`src/rtl/dmem_arb_pkg.sv`:
```
// Shared types and widths for the data-memory arbiter.
package dmem_arb_pkg;

  localparam int DMEM_ADDR_W = 8;
  localparam int DMEM_DATA_W = 16;

  typedef enum logic [1:0] {
    IDLE   = 2'd0,
    ACCESS = 2'd1,
    RDATA  = 2'd2
  } state_t;

  typedef enum logic {
    REQ_CPU = 1'b0,
    REQ_LD  = 1'b1
  } req_id_t;

endpackage

```
`src/rtl/dmem_arbiter_rr_pick2.sv`:
```
// Combinational two-requester picker: round-robin against Last, or CPU-first
// when prio_en is set.
module rr_pick2
  import dmem_arb_pkg::*;
(
  input  logic    cpu_req,
  input  logic    ld_req,
  input  req_id_t last,
  input  logic    prio_en,
  output req_id_t winner,
  output logic    found
);

  always_comb begin
    found  = cpu_req | ld_req;
    winner = REQ_CPU;
    if (cpu_req && ld_req)
      winner = (prio_en || last == REQ_LD) ? REQ_CPU : REQ_LD;
    else if (ld_req)
      winner = REQ_LD;
  end

endmodule

```
`src/rtl/dmem_arbiter.sv`:
```
// Shares a single-port sync-read data memory between the CPU and a loader port.
// Define DMEM_ARB_CPU_PRIO_EN for fixed CPU priority; default is round-robin.
module dmem_arbiter
  import dmem_arb_pkg::*;
#(
  parameter int ADDR_W = DMEM_ADDR_W,
  parameter int DATA_W = DMEM_DATA_W
) (
  input  logic              Clk,
  input  logic              Rst,
  input  logic              Cpu_Req,
  input  logic              Cpu_Wr,
  input  logic [ADDR_W-1:0] Cpu_Addr,
  input  logic [DATA_W-1:0] Cpu_WData,
  output logic              Cpu_Gnt,
  output logic              Cpu_Valid,
  output logic [DATA_W-1:0] Cpu_RData,
  input  logic              Ld_Req,
  input  logic              Ld_Wr,
  input  logic [ADDR_W-1:0] Ld_Addr,
  input  logic [DATA_W-1:0] Ld_WData,
  output logic              Ld_Gnt,
  output logic              Ld_Valid,
  output logic [DATA_W-1:0] Ld_RData,
  output logic [ADDR_W-1:0] M_Addr,
  output logic              M_Wr,
  output logic [DATA_W-1:0] M_WData,
  input  logic [DATA_W-1:0] M_RData,
  output logic              Busy
);

`ifdef DMEM_ARB_CPU_PRIO_EN
  localparam logic PRIO_EN = 1'b1;
`else
  localparam logic PRIO_EN = 1'b0;
`endif

  state_t            state, state_nxt;
  req_id_t           last, win, lat_id;
  logic              found;
  logic              lat_wr;
  logic [ADDR_W-1:0] lat_addr;
  logic [DATA_W-1:0] lat_wdata;

  rr_pick2 u_pick (
    .cpu_req (Cpu_Req),
    .ld_req  (Ld_Req),
    .last    (last),
    .prio_en (PRIO_EN),
    .winner  (win),
    .found   (found)
  );

  always_ff @(posedge Clk or posedge Rst) begin
    if (Rst) begin
      state     <= IDLE;
      last      <= REQ_LD;
      lat_id    <= REQ_CPU;
      lat_wr    <= 1'b0;
      lat_addr  <= '0;
      lat_wdata <= '0;
    end else begin
      state <= state_nxt;
      // Requests are only sampled here; the latch holds the access until done.
      if (state == IDLE && found) begin
        last      <= win;
        lat_id    <= win;
        lat_wr    <= (win == REQ_CPU) ? Cpu_Wr    : Ld_Wr;
        lat_addr  <= (win == REQ_CPU) ? Cpu_Addr  : Ld_Addr;
        lat_wdata <= (win == REQ_CPU) ? Cpu_WData : Ld_WData;
      end
    end
  end

  always_comb begin
    state_nxt = state;
    Cpu_Gnt   = 1'b0;
    Ld_Gnt    = 1'b0;
    Cpu_Valid = 1'b0;
    Ld_Valid  = 1'b0;
    Cpu_RData = '0;
    Ld_RData  = '0;
    M_Wr      = 1'b0;
    M_Addr    = lat_addr;
    M_WData   = lat_wdata;
    Busy      = (state != IDLE);
    case (state)
      IDLE: if (found) state_nxt = ACCESS;
      ACCESS: begin
        M_Wr      = lat_wr;
        Cpu_Gnt   = (lat_id == REQ_CPU);
        Ld_Gnt    = (lat_id == REQ_LD);
        state_nxt = lat_wr ? IDLE : RDATA;
      end
      RDATA: begin
        Cpu_Valid = (lat_id == REQ_CPU);
        Ld_Valid  = (lat_id == REQ_LD);
        if (lat_id == REQ_CPU) Cpu_RData = M_RData;
        else                   Ld_RData  = M_RData;
        state_nxt = IDLE;
      end
      default: state_nxt = IDLE;
    endcase
  end

endmodule

```
`config.mk`:
```
export PLATFORM = sky130hd
export DESIGN_NAME = dmem_arbiter
export DESIGN_NICKNAME = d
export VERILOG_FILES = /design/src/rtl/dmem_arb_pkg.sv /design/src/rtl/dmem_arbiter_rr_pick2.sv /design/src/rtl/dmem_arbiter.sv
export SDC_FILE = /design/constraint.sdc
export NUM_CORES = 1
export LEC_CHECK = 0
export BUFFER_PORTS_ARGS = -buffer_cell sky130_fd_sc_hd__buf_2
export CAP_MARGIN = 15
export CORE_ASPECT_RATIO = 0.8
export CORE_UTILIZATION = 29
export DETAILED_ROUTE_END_ITERATION = 8
export PLACE_DENSITY = 0.69
export RECOVER_POWER = 50
export REMOVE_ABC_BUFFERS = 1
export SYNTH_ARGS = -nofsm -noshare
export SYNTH_HDL_FRONTEND = slang
export SYNTH_SLANG_ARGS = --single-unit
```
`constraint.sdc`:
```
create_clock -name Clk -period 2 [get_ports Clk]
set_clock_uncertainty 0.05 [all_clocks]
set_input_delay 0.3 -clock Clk [delete_from_list [all_inputs] [get_ports Clk]]
set_output_delay 0.3 -clock Clk [all_outputs]
set_load 0.005 [all_outputs]
```
==> run metrics, run 1 <==
maxcap violations 1; Final Hold Fails 0; Post-DRT Antenna Nets 0; routability cong. ~0.67; Pwr Density between 1000 and 1500 nW/µm²; final core utilization 45.7%; CTS clk-pin slew, worst paths ~0.06 ns; slew margin rel. -4.13%; share of cells above drive strength 1 64.0%; Fmax between 0.5 and 0.6 GHz; period utilization ~86%; Leakage about 1.4 nW; # rows 24; RSZ-0062 raised after global routing no; failing checks capacitance limit, slew limit; status finished with violations; Final #Nets around 340; Yosys reg bits 29; CP top delay family flip-flops; Req. time, crit path roughly 1.7 ns; Setup CP Type reg -> out; Netlist cell types 19; largest stage delay on the critical path just under 0.4 ns; clock sinks 29; HP Class in -> reg; core area approximately 5600 µm²; Die Y approximately 70 µm; Die X-Extent between 80 and 90 µm; HPWL Detailed 3280 µm; Final Instance Area about 2500 µm²; DP Area 2470 µm²; CP bufs+invs 3; number of global-route vias before repair 1463; Synth Instances roughly 140; DR iter-0 viols 24; die area slightly above 6000 µm²; Max Root-Sink Buffers 2; Detailed Route WL between 4000 and 5000 µm; Synth Cell Area roughly 1700 µm²; setup_tns 0 ns; Worst Setup End Kind output port; pin count of the biggest net entering global routing 30; Ports between 100 and 150; Area Overhead vs Synth 48.4%; Pre-antenna DRT Iters 2; endpoints failing setup 0; Crit-path slowest cell dfrtp_1; # hold bufs at CTS 0; Synth Area per Inst around 13 µm²; crit path cell chain inv_1 -> nor3b_1 -> buf_4 -> and2_1 -> buf_2; Slew Viols, Final 30; # DRC 0; clk_lat worst skew about 0.26 ns; number of antenna repair diodes 0; Resize count post-CTS 0; Via density 4.26; Tot Pwr ~2.9 mW; total clock buffers created by CTS 5; commonest non-fill, non-tap cell in the layout buf_2; drt wl/cell between 10 and 15 µm; CTS H-tree lvls 2; Peak VDD IR 0.000539 V; yosys warns 0; GRT overflow 0; CTS tree yes; initial core utilization 30.8%; initial antenna violation count 0; PortBufs ~130; gr usage total 12.9%; Setup crit start kind flip-flop; critical path arrival around 1.4 ns; register area share after synthesis 42.5%; Tmin final ~1.7 ns; Clock Root Buffer clkbuf_8; Crit Path Max Fanout 17; # Post-CTS Setup Buffers 0; first-pass GRT wire length ~6300 µm; Vias approximately 1500; commonest non-fill, non-tap cells in the layout buf_2, and2_1, mux2_2; Slew @ Worst Pin 1.56 ns
[report_power, final]
group,total [mW],internal (mW),leakage (nW),switching [mW]
sequential,1.05,0.900,0.340,0.155
clock,0.513,0.310,0.0542,0.202
combinational,1.37,0.785,0.996,0.586
total,2.94,2.00,1.39,0.944
[path summary, 6_finish.rpt]
path                            startpoint     endpoint  slack [ns]  depth (start not counted)
min in group asynchronous              Rst    M_Addr[6]        0.50                          3
worst max-delay path                lat_id  Ld_RData[5]        0.28                          5
max in group asynchronous              Rst     state[1]        0.47                          3
worst min-delay path               Cpu_Req         last        0.17                          2
worst min register to register      lat_wr     state[1]        0.38                          1
worst max register to register    state[1]    M_Addr[2]        0.32                          4
[per-layer routing]
metal	up-vias	share of wire, %	global-route usage [%]
met5	-	0	0
li1	738	-	-
met3	2	8.0	4.67
met2	61	49	23.7
met4	0	0.25	2.19
met1	704	43	14.3
[kinds of logic (layout without fill, tap and decap cells)]
logic type      Yosys count  in the layout  share of synthesized area, %
mux                      50             50                          36.7
simple gates             40             40                          14.0
flops                    29             29                          42.5
buf+inv                  12            151                          4.53
compound gates            5              5                          2.27
[registers in the layout, indices dropped and copies added (netlist names)]
signal	flops
lat_id	1
M_WData	16
M_Addr	8
lat_wr	1
state	2
last	1
[cells in the mapped netlist (all sizes together)]
| library cell | n | area, µm² |
|---|---|---|
| mux2 | 48 | 608 |
| and2 | 32 | 200 |
| dfrtp | 28 | 701 |
| buf | 5 | 51.3 |
| inv | 5 | 18.8 |
| nor2 | 5 | 18.8 |
| clkbuf | 2 | 7.51 |
| mux2i | 2 | 20.0 |
| nor3b | 2 | 15.0 |
| a21bo | 1 | 10.0 |
| a21oi | 1 | 5.00 |
| a31oi | 1 | 6.26 |
| dfstp | 1 | 26.3 |
| nand2b | 1 | 6.26 |
| o21ai | 1 | 8.76 |
| o2bb2ai | 1 | 8.76 |
[final cells by class]
class | count | area, µm²
well taps | 78 | 97.6
inverters | 5 | 18.8
flip-flops and latches | 29 | 727
clock inverters | 1 | 5.00
multi-input cells | 95 | 903
fillers | 554 | 3020
repair buffers | 138 | 692
clock buffers | 7 | 96.3
[per-stage QoR]
| step | setup WS [ns] | hold slack [ns] | instances |
|---|---|---|---|
| 6_report | 0.281 | 0.171 | 353 |
| 5_1_grt | 0.0840 | 0.164 | 353 |
| 4_1_cts | 0.257 | 0.0439 | 353 |
| 3_5_place_dp | 0.330 | 0.339 | 345 |
| 3_3_place_gp | 0.345 | 0.340 | 345 |
| 2_1_floorplan | -0.130 | 0.320 | 129 |
No activity file was read; power rests on OpenSTA's default activity.
==> inputs of run 2 (changes only) <==
- CTS_BUF_LIST: default -> sky130_fd_sc_hd__clkbuf_4
==> run 2 against run 1 <==
  * The flow now finishes without violations
  * Core utilization fell by 0.72 points
  * Critical path depth did not move
  * Sequential cell count did not move
  * Via count did not move
  * Clock-buffer cell count fell by 2
  * Global-route usage rose by 0.12 points
  * Maximum frequency fell by 3.1%
  * Sequential power barely moved
  * Non-clock buffer count rose by 1
  * Clock power fell by 39%
  * Combinational power barely moved
  * Total power fell by 6.8%
  * Critical path type unchanged
  * Largest cell class unchanged
==> run metrics, run 2 (synthesis results as in run 1) <==
Max Root-Sink Buffers 2; commonest non-fill, non-tap cells in the layout buf_2, and2_1, mux2_2; core area ~5600 µm²; R2R setup slack 0.31 ns; Crit Path Max Fanout 17; clk_lat worst skew between 0.3 and 0.4 ns; CTS clk-pin slew, worst paths approximately 0.090 ns; Hold EP last; R2R Path End M_Addr[2]; Detailed Route WL around 4000 µm; Setup CP Type reg -> out; Pre-antenna DRT Iters 2; Die Y ~71 µm; worst reg2reg path depth 4; flip-flop and latch area approximately 730 µm²; PortBufs around 130; drt wl/cell roughly 11 µm; HP Start Cpu_Req; first-pass GRT wire length approximately 6300 µm; maxcap violations 0; Post-DRT Antenna Nets 0; M3 GR Usage approximately 4.7%; status finished, final reports clean; commonest non-fill, non-tap cell in the layout buf_2; Worst Setup End Kind output port; M2 GR Usage 23.8%; Final Instance Area 2500 µm²; # DRC 0; crit path cell chain inv_1 -> nor3b_1 -> buf_4 -> and2_1 -> buf_2; Via density between 4 and 5; Reg2Reg Launch Point state[1]; number of antenna repair diodes 0; Ports around 130; initial antenna violation count 0; CTS tree yes; share of cells above drive strength 1 between 60% and 70%; clock sinks 29; grt peak-use layer met2; Setup crit start kind flip-flop; max reg flops 16; final core utilization ~45%; number of global-route vias before repair between 1000 and 1500; met1 Usage GRT between 10 and 15%; period utilization between 80% and 90%; RSZ-0062 raised after global routing no; CP bufs+invs 3; Pwr Density approximately 1100 nW/µm²; Leakage 1.37 nW; Area Overhead vs Synth 46.1%; Final Hold Fails 0; CP top delay family flip-flops; Crit-path slowest cell dfrtp_1; Resize count post-CTS 0; CTS H-tree lvls 2; endpoints failing setup 0; Tmin final between 1.5 and 2 ns; Vias 1505; DP Area between 2000 and 2500 µm²; gr usage total a little over an eighth; pin count of the biggest net entering global routing 30; die area between 6000 and 7000 µm²; Fmax around 0.56 GHz; FILL cells between 500 and 600; GRT overflow 0; slew margin rel. around half; DR iter-0 viols 19; Clock Root Buffer clkbuf_4; Req. time, crit path approximately 1.7 ns; critical path arrival roughly 1.4 ns; hold depth 2; Final #Nets approximately 350; routability cong. about 0.67; initial core utilization between 30% and 40%; Peak VDD IR ~0.00044 V; HP Class in -> reg; HPWL Detailed ~3300 µm; Slew Viols, Final 0; multi-input logic area between 900 and 1000 µm²; total clock buffers created by CTS 5; Die X-Extent about 90 µm; # rows 24; largest stage delay on the critical path about 0.4 ns; Slew @ Worst Pin 0.721 ns
==> run 2: timing repair <==
item | 4_1_cts | 5_1_grt
endpoints found under the hold margin | 28 | 0
hold buffers | 1 | 0
setup buffers | 0 | 0
==> run 2: metal layers <==
layer / vias up / share of wire [%]
met4: 0 / 0.70
met2: 62 / 48
li1: 745 / -
met5: - / 0
met1: 693 / 43
met3: 5 / 8.0
==> run 2: worst max-delay path by stage <==
stage	to	slack, ns	cells past startpoint	from
after global routing	Ld_RData[5]	0.08	5	lat_id
final	Ld_RData[5]	0.23	5	lat_id
after detailed placement	M_WData[11]	0.33	4	last
after floorplan	M_WData[10]	-0.13	3	last
after CTS	Ld_RData[0]	0.19	5	lat_id
after global placement	M_WData[10]	0.35	4	last
==> run 2: through the flow <==
stage / TNS (ns) / hold slack, ns / setup WS (ns) / std cells / power [mW]
after detailed placement: 0 / 0.339 / 0.330 / 345 / 2.52
after floorplan: -2.03 / 0.320 / -0.130 / 129 / 1.87
after CTS: 0 / 0.117 / 0.195 / 354 / 2.85
after global placement: 0 / 0.340 / 0.345 / 345 / 2.48
final: 0 / 0.117 / 0.225 / 354 / 2.74
after global routing: 0 / 0.100 / 0.0843 / 354 / 2.97
==> run 2: area by class of cell <==
class	count	share of cell area, %
well taps	78	3.90
repair buffers	139	28.1
clock buffers	5	1.50
inverters	5	0.751
multi-input cells	95	36.1
flip-flops and latches	29	29.1
clock inverters	3	0.501
==> run 2: power breakdown <==
part / internal [mW] / switching [mW]
Sequential: 0.897 / 0.154
Clock: 0.127 / 0.188
Combinational: 0.787 / 0.585
==> inputs of run 3 (changes only) <==
- PLACE_DENSITY: 0.69 -> 0.67
- SYNTH_HIERARCHICAL: default -> 1
==> run 3 against run 2 <==
  * Register-to-register slack worse by 0.09 ns
  * Setup slack got worse by 0.0018 ns
  * Highest routed layer unchanged
  * Largest power group unchanged
  * Core utilization down 2.0 points
  * Largest cell class unchanged
  * Clock-buffer cell count rose by 1
  * Combinational power up 11%
  * Area after synthesis increased by 6.7%
==> run metrics, run 3 <==
status finished, final reports clean; ranking of synthesized cells by area dfrtp_1, mux2_4, and2_1; maxcap violations 0; Reg2Reg Launch Point last; commonest non-fill, non-tap cells in the layout buf_2, mux2_4, and2_1; Final #Nets approximately 340; CTS tree yes; Synth Instances ~140; clk_lat worst skew between 0.3 and 0.4 ns; Via density ~4.3; Yosys reg bits 29; number of antenna repair diodes 0; period utilization 88.8%; CP top delay family multiplexers; GRT overflow 0; Main synth FF type dfrtp_1; Tot Pwr between 2 and 3 mW; largest stage delay on the critical path about 0.45 ns; core area roughly 6000 µm²; slew margin rel. between 50% and 60%; Worst Setup SP last; HP Class in -> reg; endpoints failing setup 0; CP bufs+invs 0; HPWL Detailed between 3000 and 4000 µm; Vias 1510; Fmax between 0.5 and 0.6 GHz; Synth Cell Area about 1800 µm²; CP endpoint M_Addr[0]; Slew Viols, Final 0; Final Hold Fails 0; CTS clk-pin slew, worst paths about 0.090 ns; Worst Setup End Kind flip-flop; drt wl/cell ~12 µm; fraction of registers with async set/reset between 90% and 100%; # DRC 0; R2R setup slack around 0.22 ns; pin count of the biggest net entering global routing 30; max reg flops 16; R2R Path End M_Addr[0]; commonest non-fill, non-tap cell in the layout buf_2; Detailed Route WL ~4200 µm; clock sinks 29; Setup CP Type reg -> reg; Ports 132; CTS H-tree lvls 2; total clock buffers created by CTS 5; die area between 6000 and 7000 µm²; Yosys top cell area share 38.4%; first-pass GRT wire length between 6000 and 7000 µm; RSZ-0062 raised after global routing no; critical path arrival between 1.5 and 2 ns; Die Y roughly 73 µm; count leader, synth mux2_4; Synth top cells by count mux2_4, and2_1, dfrtp_1; crit path cell chain o21ai_1 -> and2_4 -> mux2_2 -> mux2_2; Synth Area per Inst 13.2 µm²; PortBufs 131; Crit Path Max Fanout 27; Req. time, crit path 2.15 ns; Max Root-Sink Buffers 2; DR iter-0 viols 22; cell mode on critical path mux2_2; # rows 25; share of cells above drive strength 1 between 60 and 70%; Levels on crit path 4; Die X-Extent approximately 90 µm; final core utilization about 43%; yosys warns 6; routability cong. between 0.6 and 0.7; Tmin final 1.78 ns; Netlist cell types 20; Leakage roughly 1.4 nW; initial antenna violation count 0; worst reg2reg path depth 4; initial core utilization a little under a third; EDFF count, synth 0; register area share after synthesis just under 40%; post-synth top area cell dfrtp_1; Setup crit start kind flip-flop; Clock Root Buffer clkbuf_4; hold_ws between 0.2 and 0.25 ns; Peak VDD IR between 0.0005 and 0.0006 V; Crit-path slowest cell and2_4; Area Overhead vs Synth 41.2%; Post-DRT Antenna Nets 0; Slew @ Worst Pin 0.743 ns; number of global-route vias before repair between 1000 and 1500; Pre-antenna DRT Iters 4; Pwr Density approximately 1100 nW/µm²; gr usage total between 10% and 20%
## run 3: worst min-delay path by stage
stage / start / endpoint / slack, ns / depth (start not counted)
floorplan: Rst / M_Addr[0] / 0.33 / 1
global placement: Rst / M_WData[11] / 0.35 / 3
detailed placement: Rst / M_WData[11] / 0.35 / 3
CTS: Cpu_Wr / lat_wr / 0.21 / 3
global route: Cpu_Wr / lat_wr / 0.23 / 3
finish: Cpu_Wr / lat_wr / 0.22 / 3
## run 3: final cells by class
| cell class | instances | area (µm²) |
|---|---|---|
| Clock buffer | 6 | 45.0 |
| Fill cell | 608 | 3430 |
| Sequential cell | 29 | 727 |
| Inverter | 3 | 11.3 |
| Clock inverter | 1 | 3.75 |
| Multi-Input combinational cell | 97 | 998 |
| Timing Repair Buffer | 137 | 693 |
| Tap cell | 81 | 101 |
## run 3: cells by family (layout without fill, tap and decap cells)
group | after synthesis | in the layout | share of synthesized area, %
and+or+nand+nor | 43 | 43 | 15.0
other | 1 | 1 | 0.205
muxes | 52 | 52 | 38.9
AOI/OAI and AO/OA | 1 | 1 | 0.274
DFF | 29 | 29 | 39.8
buffers and inverters | 12 | 147 | 5.82
## run 3: worst register-to-register path: stages (launching register included)
cell and delay [ns]:
dfstp_2 0.37, o21ai_1 0.12, and2_4 0.45, mux2_2 0.42, mux2_2 0.26
## run 3: repair_timing
item	in CTS	in global routing
resized for setup	1	2
hold endpoints to repair	14	0
gates cloned	0	0
setup buffers	0	1
endpoints found under the setup margin	7	26
hold buffers	1	0
## run 3: where the power goes
group	leakage, nW	internal [mW]	switching (mW)	total [mW]
clock network	0.0292	0.141	0.187	0.328
registers	0.340	0.895	0.183	1.08
logic	1.05	0.935	0.587	1.52
total	1.42	1.97	0.957	2.93
## run 3: metal layers
metal,up-vias,routed length (µm),track usage (%),part of all wire [%]
met5,-,0,0,0
met2,84,1970,21.5,47
li1,732,-,-,-
met1,689,1820,16.0,43
met4,0,38,3.76,0.91
met3,5,367,4.38,8.8
## run 3: stage by stage
stage          setup WS (ns)  instances  setup TNS, ns  instance area (µm²)
2_1_floorplan         -0.553        129         -13.38                 1730
4_1_cts              0.00734        353              0                 2600
5_1_grt               0.0895        354              0                 2580
3_5_place_dp         -0.0451        345         -0.283                 2540
6_report               0.223        354              0                 2580
3_3_place_gp         0.00715        345              0                 2540
